--- src/rtl/count_sequencer.sv ---
// Run-control sequencer for an up-counter: start/stop/pause, a programmable terminal count,
// a prescaler, and one-shot or periodic operation.
module count_sequencer #(
    parameter int unsigned WIDTH      = 4,
    parameter int unsigned PRESCALE_W = 4
) (
    input  logic                  clk,
    input  logic                  reset,
    input  logic                  start,
    input  logic                  stop,
    input  logic                  pause,
    input  logic                  mode,
    input  logic [WIDTH-1:0]      limit,
    input  logic [PRESCALE_W-1:0] prescale,
    output logic [WIDTH-1:0]      count,
    output logic [1:0]            state,
    output logic                  busy,
    output logic                  tc_pulse,
    output logic                  done
);

    typedef enum logic [1:0] {
        StIdle = 2'b00,
        StRun  = 2'b01,
        StHold = 2'b10,
        StDone = 2'b11
    } state_e;

    state_e                state_q, state_d;
    logic [WIDTH-1:0]      count_q, count_d;
    logic [PRESCALE_W-1:0] pcnt_q, pcnt_d;
    logic [WIDTH-1:0]      limit_q, limit_d;
    logic [PRESCALE_W-1:0] prescale_q, prescale_d;
    logic                  mode_q, mode_d;
    logic                  tc_q, tc_d;
    logic                  done_q, done_d;

    always_ff @(posedge clk) begin
        if (reset) begin
            state_q    <= StIdle;
            count_q    <= '0;
            pcnt_q     <= '0;
            limit_q    <= '0;
            prescale_q <= '0;
            mode_q     <= 1'b0;
            tc_q       <= 1'b0;
            done_q     <= 1'b0;
        end else begin
            state_q    <= state_d;
            count_q    <= count_d;
            pcnt_q     <= pcnt_d;
            limit_q    <= limit_d;
            prescale_q <= prescale_d;
            mode_q     <= mode_d;
            tc_q       <= tc_d;
            done_q     <= done_d;
        end
    end

    always_comb begin
        state_d    = state_q;
        count_d    = count_q;
        pcnt_d     = pcnt_q;
        limit_d    = limit_q;
        prescale_d = prescale_q;
        mode_d     = mode_q;
        tc_d       = 1'b0;
        done_d     = done_q;

        if (stop) begin
            // Stop beats a terminal step on the same edge: no pulse, no DONE.
            state_d = StIdle;
            count_d = '0;
            pcnt_d  = '0;
            done_d  = 1'b0;
        end else begin
            unique case (state_q)
                StIdle, StDone: begin
                    if (start) begin
                        limit_d    = limit;
                        prescale_d = prescale;
                        mode_d     = mode;
                        count_d    = '0;
                        pcnt_d     = '0;
                        done_d     = 1'b0;
                        state_d    = StRun;
                    end
                end
                StRun: begin
                    // Pause is checked first so the freezing edge never takes a step.
                    if (pause) begin
                        state_d = StHold;
                    end else if (pcnt_q == prescale_q) begin
                        pcnt_d = '0;
                        if (count_q < limit_q) begin
                            count_d = count_q + WIDTH'(1);
                        end else begin
                            tc_d = 1'b1;
                            if (mode_q) begin
                                count_d = '0;
                            end else begin
                                state_d = StDone;
                                done_d  = 1'b1;
                            end
                        end
                    end else begin
                        pcnt_d = pcnt_q + PRESCALE_W'(1);
                    end
                end
                StHold: begin
                    if (!pause) begin
                        state_d = StRun;
                    end
                end
                default: state_d = StIdle;
            endcase
        end
    end

    always_comb begin
        count    = count_q;
        state    = state_q;
        busy     = (state_q == StRun) || (state_q == StHold);
        tc_pulse = tc_q;
        done     = done_q;
    end

endmodule

--- config.mk ---
export PLATFORM = sky130hd
export DESIGN_NAME = count_sequencer
export DESIGN_NICKNAME = d
export VERILOG_FILES = /design/src/rtl/count_sequencer.sv
export SDC_FILE = /design/constraint.sdc
export NUM_CORES = 1
export LEC_CHECK = 0
export ABC_AREA = 1
export BUFFER_PORTS_ARGS = -buffer_cell sky130_fd_sc_hd__buf_2
export CAP_MARGIN = 20
export CORE_MARGIN = 5
export CORE_UTILIZATION = 53
export DETAILED_ROUTE_END_ITERATION = 8
export PLACE_DENSITY_LB_ADDON = 0.25
export REMOVE_ABC_BUFFERS = 1
export SYNTH_ARGS = -nofsm -noshare
export SYNTH_HDL_FRONTEND = slang
export SYNTH_SLANG_ARGS = --single-unit
export TNS_END_PERCENT = 30
--- constraint.sdc ---
create_clock -name clk -period 1.85 [get_ports clk]
set_input_delay 0.0925 -clock clk [delete_from_list [all_inputs] [get_ports clk]]
set_output_delay 0.0925 -clock clk [all_outputs]
set_load 0.005 [all_outputs]
# == Yosys cells after proc, flatten, opt, wreduce, memory -nomap -nowiden ==
# Index checks and enable logic that the tools add are counted.
# classes
n_addsub,2
multipliers,0
div,0
magnitude_cmp,1
eq_ne,14
n_shift,0
n_mux,23
bitwise,3
reduce_logical,11
# op_table
op,n
two-way mux 4 bit,7
case mux 4 bit (2 select lines),2
two-way mux 2 bit,6
inequality test 2 bit (second input constant),6
inequality test 3 bit (second input constant),4
AND reduction 5 bit,2
adder 4 x 1 -> 4 bit (second input constant),2
two-way mux 1 bit,6
case mux 2 bit (3 select lines),1
AND reduction 3 bit,2
AND reduction 6 bit,1
OR reduction 5 bit,1
== test 2 bit (second input constant),2
== test 4 bit,1
< comparator 4 bit,1
OR reduction 2 bit,2
NOT 1 bit,3
== test 2 x 1 -> 1 bit (second input constant),1
zero test 2 bit,1
case mux 1 bit (2 select lines),1
nonzero test 2 bit,1
logical OR 1 bit,1
# word_totals
reg_bits,21
latch_bits,0
mem_bits_rw,0
mem_bits_ro,0
inputBits,14
out_inout_bits,9
n_memories,0

# == Depth between registers and ports, before layout ==
# logic_depth
ltp_word,5
ltp_mapped,12

# == Worst setup path before layout ==
# Ideal clock, no wire load.
# synth_timing
kind,reg2reg
start,"reg state_q[0], in the netlist state[0]"
end,"reg count_q[1], in the netlist count[1]"
t_arrival_ns,1.527
required_ns,1.788
path_slack_ns,0.261
path_stages_with_launch,12
path_cell_list,dfxtp_1 -> inv_1 -> ha_1 -> inv_1 -> nor2_1 -> nor2_2 -> o21ai_2 -> a21oi_4 -> nand2_2 -> nand2_1 -> nand2_1 -> nor2_2
# synth_via
elab_chain_cells,4
elab_cells_between_ends,11
# synth_lines
element,line,rtl
from (decl),29,"state_e state_q, state_d;"
from (signal assigned),40,state_q <= StIdle;
from (signal assigned),49,state_q <= state_d;
== test 2 bit or zero test 2 bit (tied branches),77,unique case (state_q)
OR reduction 2 bit,77,
inequality test 2 bit (no line) or nonzero test 2 bit (tied branches),-,
AND reduction 5 bit (no line),-,
to (signal assigned),50,count_q <= count_d;
to (decl),30,"logic [WIDTH-1:0] count_q, count_d;"
# Parallel ways exist; a longest one is shown, timed or not.
# A chain may end at the register's enable or synchronous reset.

# == Worst setup path after layout ==
# Ends and elaborated chain as after synthesis.

==> metrics.txt <==
via count between 1k and 1.5k; clk_lat worst skew 0.29 ns; FF-to-FF Start state[0]$_SDFFE_PP0P_; crit path time final about 1.7 ns; worst-path cell chain inv_1 -> ha_1 -> inv_1 -> nor2_1 -> nor2_2 -> o21ai_2 -> a21oi_4 -> nand2_2 -> nand2_1 -> nand2_1 -> nor2_2; Die X approximately 57 microns; Layout Nets 217; die area 0.00325 sq mm; R2R cell count 11; Min-Delay Path Class in2reg; critical path depth in cells 11; area added between synthesis and finish 14.3%; fillcell total 231; Crit-path slowest cell dfxtp_2; final worst-path cycle share 0.911; share of layout cells above drive strength 1 0.200; Req. time, crit path 2.10 ns; initial antenna violation count 0; clock skew roughly 0.0027 ns; Post-synth top cells nand2_1, inv_1, dfxtp_1; count leader, synth nand2_1; Placement Cell Area 0.00131 sq mm; power per cell area 684 mW/mm^2; vias in the first global route ~1.1k; Int Pwr 635 uW; final wirelength 2.38 mm; clk slew on worst S/H paths 0.11 ns; reg-to-reg slack, setup 0.16 ns; RePlAce Congestion 0.841; CP endpoint kind register; max_slew headroom 0.658; Clk network pwr share 0.237; GRT Resource Usage Total 0.157; # port buffers 22; H-tree Lvls 1; RSZ-0062 raised after global routing false; # Max-Cap Violations 0; gr ovfl total 0; setup bufs post-CTS 0; DRC 0; CP top delay family simple AND/OR/NAND/NOR gates; Die Span Y around 57 microns; flops & latches, synth 21; leading area contributor after synthesis dfxtp_1; detailed-route wire length per cell 10.7 microns; FF+latch area 422 sq um; DRT iter0 DRCs 17; largest net degree at the start of global routing 18; Core Region 0.00217 sq mm; Gate power share 0.233; clock sink count 21; Design Area, Final 0.00134 sq mm; Synth warnings 0; register share of total power 0.531; IR drop worst, VDD 0.448 mV; share of the synthesized area in the top cell type 0.359; Antenna Cells 0; Primary FF master, synth dfxtp_1; sequential share of the synthesized area 0.359; total CTS buffers 3; P_sw 281 uW; Initial Utilization 0.540; Pre-Repair DR Iteration Count 4; Via-to-Cell Ratio 4.89; CTS tree done; first-pass GRT wire length between 4 and 5 mm; Sw Ratio 0.306; Worst EP arrival 1.93 ns; max-slew violation count 0; Final ANT Viol Nets 0; Peak Freq 0.593 GHz; final setup vio count 0; Worst-Margin Slew 0.511 ns; WP buf/inv 2; max incr delay on CP between 0.3 and 0.4 ns; I/O pin cnt 23; Setup TNS 0 ns; Lkg Pwr 0.000626 uW; Post-synth ARST share 0; critical path launch point state[0]$_SDFFE_PP0P_; Cells after Synth 170; Avg Synthesized Cell Area 6.89 sq um; outcome finished, final reports clean; crit-path max FO 8; Max Root-Sink Buffers 2; Fin. Hold Viols 0; crit path capture count[1]$_SDFFE_PP0P_; num rows 17; EDFF count, synth 0; critical path launch point type register; ranking of synthesized cells by area dfxtp_1, nand2_1, inv_1; crit path kind reg2reg; Root Driver clkbuf_4; post-synthesis cell area 0.00117 sq mm; footprint of the multi-input gates 618 sq um; dpl hpwl 1.92 mm; Cell variety after synth 24; reg2reg end count[1]$_SDFFE_PP0P_
power by group through the flow:
stage	combinational [uW]	clock [uW]	sequential (uW)
global route	244	246	489
detailed placement	211	0	496
global placement	208	0	495
finish	213	217	486
floorplan	152	0	494
CTS	213	221	485
cells in the final DEF, fill, tap and decap left out:
| master | synthesis | final |
|---|---|---|
| nand2_1 | 41 | 41 |
| inv_1 | 26 | 26 |
| buf_2 | 1 | 22 |
| dfxtp_1 | 21 | 20 |
| nor2_1 | 17 | 17 |
| a21oi_1 | 12 | 12 |
| nand3_1 | 12 | 12 |
| a211oi_1 | 8 | 8 |
| ha_1 | 7 | 7 |
| nand2_2 | 3 | 3 |
| inv_2 | 3 | 3 |
| nor3_1 | 3 | 3 |
| o21ai_0 | 3 | 3 |
| clkbuf_4 | 0 | 3 |
| nor2_2 | 2 | 2 |
| nand4_1 | 2 | 2 |
| buf_4 | 0 | 2 |
| o21ai_2 | 1 | 1 |
| a21oi_4 | 1 | 1 |
| nand3_2 | 1 | 1 |
| o31ai_1 | 1 | 1 |
| clkinv_1 | 1 | 1 |
| xor2_1 | 1 | 1 |
| nand3b_1 | 1 | 1 |
| clkbuf_1 | 1 | 1 |
| dfxtp_2 | 0 | 1 |
per-stage QoR:
| step | power [uW] | hold WS (ns) | cells | util | setup WS (ns) |
|---|---|---|---|---|---|
| floorplan | 646 | 0.162 | 167 | - | 0.251 |
| global placement | 702 | 0.355 | 219 | 0.604 | 0.240 |
| detailed placement | 707 | 0.364 | 219 | 0.604 | 0.161 |
| CTS | 920 | 0.0444 | 223 | 0.616 | 0.135 |
| global route | 979 | 0.0610 | 223 | 0.617 | 0.0256 |
| finish | 915 | 0.0435 | 223 | 0.617 | 0.165 |
worst min-delay path by stage:
stage / from / endpoint / slack, ns / cells after the start
global placement: limit[0] / limit_q[0]$_SDFFE_PP0P_ / 0.35 / 3
global route: limit[0] / limit_q[0]$_SDFFE_PP0P_ / 0.06 / 3
CTS: limit[0] / limit_q[0]$_SDFFE_PP0P_ / 0.04 / 3
finish: limit[0] / limit_q[0]$_SDFFE_PP0P_ / 0.04 / 3
floorplan: reset / limit_q[0]$_SDFFE_PP0P_ / 0.16 / 1
detailed placement: limit[0] / limit_q[0]$_SDFFE_PP0P_ / 0.36 / 3
flip-flops by register name (all words and copies together), names as in the netlist:
register	flops
count	4
done	1
limit_q	4
mode_q	1
pcnt_q	4
prescale_q	4
state	2
tc_pulse	1
worst reg2reg max path, cell delays in order (launching register included):
cell	delay [ns]
dfxtp_2	0.36
inv_1	0.05
ha_1	0.33
inv_1	0.08
nor2_1	0.06
nor2_2	0.11
o21ai_2	0.12
a21oi_4	0.23
nand2_2	0.11
nand2_1	0.07
nand2_1	0.05
nor2_2	0.07
routing by layer:
| metal | track usage | part of all wire | vias to the layer above |
|---|---|---|---|
| met5 | 0 | 0 | - |
| li1 | - | - | 593 |
| met1 | 0.198 | 0.47 | 478 |
| met4 | 0.0563 | 0.0076 | 0 |
| met2 | 0.271 | 0.50 | 17 |
| met3 | 0.0249 | 0.030 | 2 |
logic make-up after synthesis:
family / after synthesis / share of synthesized area
AOI/OAI and AO/OA: 26 / 0.143
buffers and inverters: 33 / 0.113
DFF: 21 / 0.359
adders and majority gates: 7 / 0.0748
xor gates and xnor gates: 1 / 0.00748
and+or+nand+nor: 82 / 0.302
timing repair:
action | 4_1_cts | 5_1_grt
gates resized for setup | 0 | 1
hold buffers | 0 | 0
endpoints found under the setup margin | 0 | 2
endpoints found under the hold margin | 0 | 0
area by class of cell:
cell class | count | area share
flip-flops and latches | 21 | 0.315
repair buffers | 24 | 0.0935
inverters | 30 | 0.0841
clock buffers | 4 | 0.0196
well taps | 28 | 0.0262
multi-input cells | 116 | 0.462
(Power assumes the default switching activity.)
